$ cat src/rtl/fir_xifu_pkg.sv
// Shared XIFU types and constants: decoder <-> scoreboard wiring.
package fir_xifu_pkg;

  localparam int XIFU_NB_REGS      = 4;
  localparam int XIFU_RW           = $clog2(XIFU_NB_REGS);
  localparam int XIFU_MAX_INFLIGHT = 3;

  typedef struct packed {
    logic [XIFU_RW-1:0] rs1;
    logic [XIFU_RW-1:0] rs2;
    logic [XIFU_RW-1:0] rd;
    logic               use_rs1;
    logic               use_rs2;
    logic               use_rd;
    logic               wr_rd;
  } fir_xifu_issue2sb_t;

  typedef struct packed {
    logic ready;
  } fir_xifu_sb2issue_t;

endpackage

$ cat src/rtl/fir_xifu_sb_counter.sv
// Saturating up/down counter; dec is a count (0..2) of simultaneous decrements.
module fir_xifu_sb_counter #(
  parameter int MAX = 3,
  parameter int CW  = $clog2(MAX + 1)
) (
  input  logic          clk_i,
  input  logic          rst_i,
  input  logic          inc,
  input  logic [1:0]    dec,
  output logic [CW-1:0] cnt,
  output logic          underflow
);

  logic [CW:0]   sum;
  logic [CW-1:0] cnt_d;

  always_comb begin
    sum       = {1'b0, cnt} + (CW+1)'(inc);
    underflow = 1'b0;
    if (sum < (CW+1)'(dec)) begin
      // clamp at zero; caller turns this into a sticky diagnostic
      cnt_d     = '0;
      underflow = 1'b1;
    end else if (sum - (CW+1)'(dec) > (CW+1)'(MAX)) begin
      cnt_d = CW'(MAX);
    end else begin
      cnt_d = CW'(sum - (CW+1)'(dec));
    end
  end

  always_ff @(posedge clk_i or posedge rst_i) begin
    if (rst_i) cnt <= '0;
    else       cnt <= cnt_d;
  end

endmodule

$ cat src/rtl/fir_xifu_scoreboard.sv
// Register-hazard scoreboard for the XIFU register file: counts in-flight
// writes per register and gates issue on RAW hazards and counter saturation.
module fir_xifu_scoreboard
  import fir_xifu_pkg::*;
#(
  parameter  int NB_REGS      = XIFU_NB_REGS,
  parameter  int MAX_INFLIGHT = XIFU_MAX_INFLIGHT,
  localparam int RW           = $clog2(NB_REGS),
  localparam int CW           = $clog2(MAX_INFLIGHT + 1)
) (
  input  logic               clk_i,
  input  logic               rst_i,
  input  logic               issue_valid_i,
  output logic               issue_ready_o,
  input  logic [RW-1:0]      issue_rs1_i,
  input  logic [RW-1:0]      issue_rs2_i,
  input  logic [RW-1:0]      issue_rd_i,
  input  logic               issue_use_rs1_i,
  input  logic               issue_use_rs2_i,
  input  logic               issue_use_rd_i,
  input  logic               issue_wr_rd_i,
  input  logic               wb_write_i,
  input  logic [RW-1:0]      wb_rd_i,
  input  logic               kill_i,
  input  logic [RW-1:0]      kill_rd_i,
  output logic [NB_REGS-1:0] pending_o,
  output logic [CW-1:0]      inflight_o,
  output logic               busy_o,
  output logic               err_underflow_o
);

  logic [NB_REGS-1:0][CW-1:0] cnt;
  logic [NB_REGS-1:0]         inc_r;
  logic [NB_REGS-1:0][1:0]    dec_r;
  logic [NB_REGS-1:0]         uf_r;
  logic [CW-1:0]              tot;
  logic [1:0]                 tot_dec;
  logic                       tot_uf;
  logic                       raw, rd_full, sat, fire;

  // Hazards look only at registered counts: the RF read sees the old value
  // during a write edge, so WB/kill must not bypass into ready.
  always_comb begin
    raw     = 1'b0;
    rd_full = 1'b0;
    for (int i = 0; i < NB_REGS; i++) begin
      if (issue_use_rs1_i && issue_rs1_i == RW'(i) && cnt[i] != '0) raw = 1'b1;
      if (issue_use_rs2_i && issue_rs2_i == RW'(i) && cnt[i] != '0) raw = 1'b1;
      if (issue_use_rd_i  && issue_rd_i  == RW'(i) && cnt[i] != '0) raw = 1'b1;
      if (issue_rd_i == RW'(i) && cnt[i] == CW'(MAX_INFLIGHT))      rd_full = 1'b1;
    end
    sat = issue_wr_rd_i & (rd_full | (tot == CW'(MAX_INFLIGHT)));
  end

  assign issue_ready_o = ~raw & ~sat;
  assign fire          = issue_valid_i & issue_ready_o & issue_wr_rd_i;

  always_comb begin
    for (int i = 0; i < NB_REGS; i++) begin
      inc_r[i] = fire & (issue_rd_i == RW'(i));
      dec_r[i] = 2'(wb_write_i & (wb_rd_i == RW'(i)))
               + 2'(kill_i & (kill_rd_i == RW'(i)));
    end
  end

  assign tot_dec = 2'(wb_write_i) + 2'(kill_i);

  for (genvar g = 0; g < NB_REGS; g++) begin : g_reg
    fir_xifu_sb_counter #(.MAX(MAX_INFLIGHT), .CW(CW)) u_cnt (
      .clk_i     (clk_i),
      .rst_i     (rst_i),
      .inc       (inc_r[g]),
      .dec       (dec_r[g]),
      .cnt       (cnt[g]),
      .underflow (uf_r[g])
    );
    assign pending_o[g] = (cnt[g] != '0);
  end

  fir_xifu_sb_counter #(.MAX(MAX_INFLIGHT), .CW(CW)) u_tot (
    .clk_i     (clk_i),
    .rst_i     (rst_i),
    .inc       (fire),
    .dec       (tot_dec),
    .cnt       (tot),
    .underflow (tot_uf)
  );

  always_ff @(posedge clk_i or posedge rst_i) begin
    if (rst_i) err_underflow_o <= 1'b0;
    else       err_underflow_o <= err_underflow_o | (|uf_r) | tot_uf;
  end

  assign inflight_o = tot;
  assign busy_o     = (tot != '0);

endmodule

$ cat config.mk
export PLATFORM = sky130hd
export DESIGN_NAME = fir_xifu_scoreboard
export DESIGN_NICKNAME = d
export VERILOG_FILES = /design/src/rtl/fir_xifu_pkg.sv /design/src/rtl/fir_xifu_sb_counter.sv /design/src/rtl/fir_xifu_scoreboard.sv
export SDC_FILE = /design/constraint.sdc
export NUM_CORES = 1
export LEC_CHECK = 0
export ABC_AREA = 1
export CAP_MARGIN = 20
export CORE_UTILIZATION = 47
export CTS_BUF_LIST = sky130_fd_sc_hd__clkbuf_16
export CTS_CLUSTER_DIAMETER = 200
export CTS_CLUSTER_SIZE = 20
export DETAILED_ROUTE_END_ITERATION = 16
export PLACE_DENSITY = 0.8
export SLEW_MARGIN = 30
export SYNTH_ARGS = -nofsm -noshare
export SYNTH_HDL_FRONTEND = slang
export SYNTH_HIERARCHICAL = 1
export SYNTH_SLANG_ARGS = --single-unit
$ cat constraint.sdc
create_clock -name clk_i -period 2.3 [get_ports clk_i]
set_input_delay 0.46 -clock clk_i [delete_from_list [all_inputs] [get_ports clk_i]]
set_output_delay 0.46 -clock clk_i [all_outputs]
set_load 0.005 [all_outputs]
# Word level (Yosys, flattened, before mapping)

Index checks and enable logic that the tools add are counted.

Register bits: 11
Input port bits: 19
Output and inout port bits: 9
Word-level logic and storage cells: 142

Add/subtract/negate cells: 15
Magnitude comparators: 10
Eq/ne operators: 20
Multiplexer cells: 31
Bitwise logic cells: 21
Reduce and logical (&&, ||, !) cells: 39

Operators by type and width:

| operator           | count |
|---|---|
| $eq 2x2->1 const B | 15 |
| $logic_and 1x1->1  | 28 |
| $mux 1             | 21 |
| $mux 2             | 10 |
| $and 1x1->1        | 16 |
| $add 2x1->3        | 5 |
| $gt 3x2->1 const B | 5 |
| $lt 3x2->1         | 5 |
| $sub 3x2->3        | 5 |
| $add 1x1->2        | 5 |
| $eq 2x1->1 const B | 5 |
| $logic_not 2->1    | 5 |
| $reduce_bool 2->1  | 5 |
| $reduce_or 4->1    | 1 |
| $or 1x1->1         | 3 |
| $not 1->1          | 2 |

# Depth between registers and ports, before layout

Word-level depth: 26
Gate-level depth with buffers: 17
Gate-level depth less buffers: 17

# By module

Netlist, hierarchy kept.

By module, submodules not included:

| module              | times used | cells each | area each (µm²) | seq. area each (µm²) |
|---|---|---|---|---|
| fir_xifu_sb_counter | 5          | 27         | 207.7           | 50.0 |
| fir_xifu_scoreboard | 1          | 85         | 444.2           | 25.0 |

# Least setup slack after synthesis

Ideal clock, no wire load.

Path type: reg-to-reg
Start: register g_reg[3].u_cnt.cnt[1]
End: register err_underflow_o
Library setup time: 0.129 ns
Data arrival time: 2.264 ns
Data required time: 2.171 ns
Setup slack: -0.092 ns
Cell stages (with the launch flop): 16
Path buffers: 0
Period minus slack after synthesis: 2.392 ns
Path through: dfrtp_1 -> or2_1 -> nand2_1 -> nand2_1 -> nor2_2 -> nand3_2 -> nor2_1 -> ha_1 -> inv_1 -> fa_1 -> nor2_1 -> nand2_1 -> nand2_2 -> inv_1 -> nor4_1 -> nand2_1

Word-level cells in the longest chain between the ends: 16
Elaborated cells between the ends (all ways): 39
Classes of those cells: 5 x add/sub; 5 x order compare; 1 x eq/ne; 9 x mux; 13 x bitwise; 6 x reduce/logical

Ends and longest elaborated chain:

| what                         | RTL line                  | source |
|---|---|---|
| start, declared              | fir_xifu_sb_counter.sv:10 | `output logic [CW-1:0] cnt,` |
| start signal, assigned       | fir_xifu_sb_counter.sv:33 | `else cnt <= cnt_d;` |
| $reduce_bool 2->1 (*)        | -                         |  |
| named net pending_o[3]       | fir_xifu_scoreboard.sv:26 | `output logic [NB_REGS-1:0] pending_o,` |
| $logic_and 1x1->1            | fir_xifu_scoreboard.sv:47 | `if (issue_use_rs1_i && issue_rs1_i == RW'(i) && cnt[i] != '0) raw = 1'b1;` |
| $mux 1                       | fir_xifu_scoreboard.sv:47 |  |
| $mux 1                       | fir_xifu_scoreboard.sv:48 | `if (issue_use_rs2_i && issue_rs2_i == RW'(i) && cnt[i] != '0) raw = 1'b1;` |
| $mux 1 (*)                   | fir_xifu_scoreboard.sv:49 | `if (issue_use_rd_i && issue_rd_i == RW'(i) && cnt[i] != '0) raw = 1'b1;` |
| $not 1->1 (*)                | fir_xifu_scoreboard.sv:55 | `assign issue_ready_o = ~raw & ~sat;` |
| $and 1x1->1 (*)              | fir_xifu_scoreboard.sv:55 |  |
| $and 1x1->1 (*) (2 in a row) | fir_xifu_scoreboard.sv:56 | `assign fire = issue_valid_i & issue_ready_o & issue_wr_rd_i;` |
| $and 1x1->1 (*)              | fir_xifu_scoreboard.sv:60 | `inc_r[i] = fire & (issue_rd_i == RW'(i));` |
| named net inc_r[3]           | fir_xifu_scoreboard.sv:33 | `logic [NB_REGS-1:0] inc_r;` |
| $add 2x1->3 (*)              | fir_xifu_sb_counter.sv:18 | `sum = {1'b0, cnt} + (CW+1)'(inc);` |
| $lt 3x2->1 (*)               | fir_xifu_sb_counter.sv:20 | `if (sum < (CW+1)'(dec)) begin` |
| $mux 1 (*)                   | fir_xifu_sb_counter.sv:20 |  |
| named net uf_r[3]            | fir_xifu_scoreboard.sv:35 | `logic [NB_REGS-1:0] uf_r;` |
| $reduce_or 4->1 (*)          | fir_xifu_scoreboard.sv:91 | `else err_underflow_o <= err_underflow_o \| (\|uf_r) \| tot_uf;` |
| $or 1x1->1 (*) (2 in a row)  | fir_xifu_scoreboard.sv:91 |  |
| end signal, assigned         | fir_xifu_scoreboard.sv:91 |  |
| end, declared                | fir_xifu_scoreboard.sv:29 | `output logic err_underflow_o` |

Mark *: on every way through the listed nets, which the timed path passes. The rest lies on a longest branch.

# Worst setup path in the final report

Start: input issue_use_rs2_i
End: register err_underflow_o

Word-level cells in the longest chain between the ends: 24
Elaborated cells between the ends (all ways): 45
Classes of those cells: 5 x add/sub; 5 x order compare; 16 x mux; 10 x bitwise; 9 x reduce/logical

Ends and longest elaborated chain:

| what                           | RTL line                  | source |
|---|---|---|
| start, declared                | fir_xifu_scoreboard.sv:19 | `input logic issue_use_rs2_i,` |
| $logic_and 1x1->1 (2 in a row) | fir_xifu_scoreboard.sv:48 |  |
| $mux 1                         | fir_xifu_scoreboard.sv:48 |  |
| $mux 1                         | fir_xifu_scoreboard.sv:49 |  |
| $mux 1                         | fir_xifu_scoreboard.sv:47 |  |
| $mux 1                         | fir_xifu_scoreboard.sv:48 |  |
| $mux 1                         | fir_xifu_scoreboard.sv:49 |  |
| $mux 1                         | fir_xifu_scoreboard.sv:47 |  |
| $mux 1                         | fir_xifu_scoreboard.sv:48 |  |
| (+8 left out)                  | -                         |  |
| $and 1x1->1 (*)                | fir_xifu_scoreboard.sv:60 |  |
| named net inc_r[3]             | fir_xifu_scoreboard.sv:33 |  |
| $add 2x1->3 (*)                | fir_xifu_sb_counter.sv:18 |  |
| $lt 3x2->1 (*)                 | fir_xifu_sb_counter.sv:20 |  |
| $mux 1 (*)                     | fir_xifu_sb_counter.sv:20 |  |
| named net uf_r[3]              | fir_xifu_scoreboard.sv:35 |  |
| $reduce_or 4->1 (*)            | fir_xifu_scoreboard.sv:91 |  |
| $or 1x1->1 (*) (2 in a row)    | fir_xifu_scoreboard.sv:91 |  |

Marked as above.

==> results.sh <==
export IMPL_wl_per_cell_um=12.8
export IMPL_diodes=0
export IMPL_p_comb_frac=0.730
export IMPL_portBuffers=27
export IMPL_critical_path_endpoint_type="register"
export IMPL_slew_viol_final=0
export IMPL_post_route_min_period_ns=2.62
export IMPL_final_area_sq_mm=0.00240
export IMPL_worstPathMaxFanout=5
export IMPL_setup_tns_ns=-2.06
export IMPL_seq_area_frac_synth=0.186
export IMPL_synth_avg_cell_area_sq_um=6.74
export IMPL_grt_pass1_vias=1727
export IMPL_p_sw_frac=0.403
export IMPL_drc_errors=0
export IMPL_ys_flop_type="dfrtp_1"
export IMPL_pwr_share_seq=0.139
export IMPL_cts_buffers_inserted=3
export IMPL_finClkSkew_ns=0.00317
export IMPL_cts_tree="done"
export IMPL_syn_instance_count=220
export IMPL_violations="setup timing"
export IMPL_r2r_start="g_reg[3].u_cnt/cnt[1]"
export IMPL_p_leak_uw=0.00132
export IMPL_ff2ff_setup_slack_ns=-0.31
export IMPL_grt_busiest_layer="met2"
export IMPL_fmax_mhz=382
export IMPL_grt_antenna_before_repair=0
export IMPL_initial_core_util=0.490
export IMPL_required_ns=2.42
export IMPL_via_per_inst=4.81
export IMPL_yosysWarnings=6
export IMPL_timing_max_cap_violations=0
export IMPL_syn_nets=269
export IMPL_fp_dieH_um=58.2
export IMPL_fp_row_count=20
export IMPL_timing_hold_ws_ns=0.557
export IMPL_rsz0062_at_grt="true"
export IMPL_power_switching_uw=964
export IMPL_clockBufferDepth=2
export IMPL_io_pins=28
export IMPL_grt_pass1_wl_mm=7.27
export IMPL_path_clk_slew_ns=0.04
export IMPL_status="complete, but fails checks"
export IMPL_power_internal_uw=1430
export IMPL_place_area_sq_mm=0.00203
export IMPL_cts_root_buf="clkbuf_16"
export IMPL_ir_drop_mv=0.605
export IMPL_drt_pass1_iterations=4
export IMPL_crit_arrival_ns=2.73
export IMPL_ant_nets=0
export IMPL_setup_violations_final=12
export IMPL_clock_latency_ns=0.24
export IMPL_overflow=0
export IMPL_regToRegEndpoint="err_underflow_o"
export IMPL_grt_use_total=0.287
export IMPL_die_area_sq_mm=0.00338
export IMPL_core_sq_mm=0.00303
export IMPL_synth_edf_count=0
export IMPL_design_power_total_uw=2390
export IMPL_drt_total_wl_mm=4.38
export IMPL_drt_initial_drc_count=111
export IMPL_ys_ff_latch=11
export IMPL_synth_cell_types=16
export IMPL_met1_usage=0.291
export IMPL_async_reset_ff_frac=1.00
export IMPL_htreeDepth=1
export IMPL_drive_above_1_share=0.377
export IMPL_max_slew_margin=0.804
export IMPL_worstMarginPinSlew_ns=0.291
export IMPL_grt_use_met3=0.0446
export IMPL_area_growth_pct=62.1
export IMPL_use_met2=0.552
export IMPL_finalNetCount=347
export IMPL_final_hold_violation_count=0
export IMPL_multi_input_area_sq_mm=0.00110
export IMPL_start_kind="input port"
export IMPL_dp_hpwl_mm=2.86
export IMPL_hold_path_class="in -> async"
export IMPL_clkPwrFrac=0.131
export IMPL_vias=1641
export IMPL_fin_crit_sh=1.14
export IMPL_worstSetupPathType="in -> reg"
export IMPL_fillers=192
export IMPL_dieWidth_um=58.2
export IMPL_reg2reg_depth=15
export IMPL_layout_area_seq_sq_um=275
export IMPL_grt_max_degree=7
export IMPL_gp_congestion=0.825
export IMPL_netlist_area_sq_mm=0.00148
export IMPL_postLayoutSetupSlackWorst_ns=-0.316
export IMPL_clock_sinks=11
export IMPL_power_density_mw_per_mm2=995
-- synth_stat cells (3+ instances only) --
library cell / n / area share
nand3_1: 26 / 0.088
or2_1: 3 / 0.013
dfrtp_1: 11 / 0.19
nand2_1: 44 / 0.11
inv_1: 72 / 0.18
nor3_1: 8 / 0.027
nand2_2: 5 / 0.021
nor2_1: 15 / 0.038
fa_1: 10 / 0.14
ha_1: 20 / 0.17
-- registers in the layout, indices dropped and copies added (netlist names) --
| register | count |
|---|---|
| err_underflow_o | 1 |
| g.u_cnt/cnt | 8 |
| u_tot/cnt | 2 |
-- metrics by stage --
step / utilization / setup WS (ns) / cells
2_1_floorplan: - / -0.0860 / 220
3_3_place_gp: 0.671 / -0.813 / 321
3_5_place_dp: 0.671 / -0.884 / 321
4_1_cts: 0.774 / -0.281 / 339
5_1_grt: 0.794 / -0.486 / 341
6_report: 0.794 / -0.316 / 341
-- cells by family after synthesis --
kind of cell / Yosys count / share of synthesized area
simple gates: 106 / 0.323
fa+ha+maj: 30 / 0.304
compound gates: 1 / 0.00507
buf+inv: 72 / 0.182
flops: 11 / 0.186
-- power groups by stage --
stage | Clock [uW] | Combinational [uW] | Sequential (uW)
floorplan | 0 | 710 | 345
global placement | 0 | 1270 | 325
detailed placement | 0 | 1300 | 329
CTS | 318 | 1590 | 331
global route | 327 | 1930 | 340
finish | 314 | 1750 | 332
-- how the worst max path moves through the flow --
stage | start | endpoint | slack (ns) | cells past startpoint
after floorplan | g_reg[2].u_cnt/cnt[1] | err_underflow_o | -0.09 | 15
after global placement | issue_rd_i[0] | err_underflow_o | -0.81 | 18
after detailed placement | issue_rd_i[0] | err_underflow_o | -0.88 | 18
after CTS | g_reg[3].u_cnt/cnt[1] | err_underflow_o | -0.28 | 15
after global routing | issue_use_rs2_i | err_underflow_o | -0.49 | 17
final | issue_use_rs2_i | err_underflow_o | -0.32 | 17
-- cell type report --
type                    count  share of cell area
well taps                  44              0.0229
repair buffers             73               0.258
clock inverters             1             0.00156
clock buffers               3              0.0312
inverters                  72               0.112
multi-input cells         137               0.460
flip-flops and latches     11               0.115
-- layer usage --
layer,vias up,wire (um)
met5,-,0
li1,807,-
met4,0,187
met2,58,2370
met1,758,1640
met3,18,182
-- placed cells by master, fill, tap and decap left out, drive strengths merged --
cell type	instances
inv	73
buf	49
nand2	49
nand3	27
ha	20
clkdlybuf4s50	17
nor2	16
dfrtp	11
fa	10
nor3	8
clkbuf	5
clkdlybuf4s15	5
or2	5
o21a	1
nor4	1
-- critical path, cell delays in order --
cell and delay [ns]:
clkdlybuf4s15_1 0.23, nand3_1 0.10, nand3_1 0.10, nand2_2 0.09
nand2_2 0.07, nor2_4 0.14, nand3_4 0.14, nor2_4 0.14
ha_4 0.15, inv_2 0.03, fa_1 0.43, nor2_1 0.12
nand2_1 0.07, nand2_2 0.08, inv_2 0.05, nor4_4 0.25
nand2_1 0.07
-- timing repair --
item                                    in CTS  in global routing
endpoints found under the setup margin      12                 12
gates resized for setup                     73                 18
pin swaps                                   31                 10
buffers inserted                            15                  2
hold buffers                                 0                  0
Power figures use the tool's default switching activity.
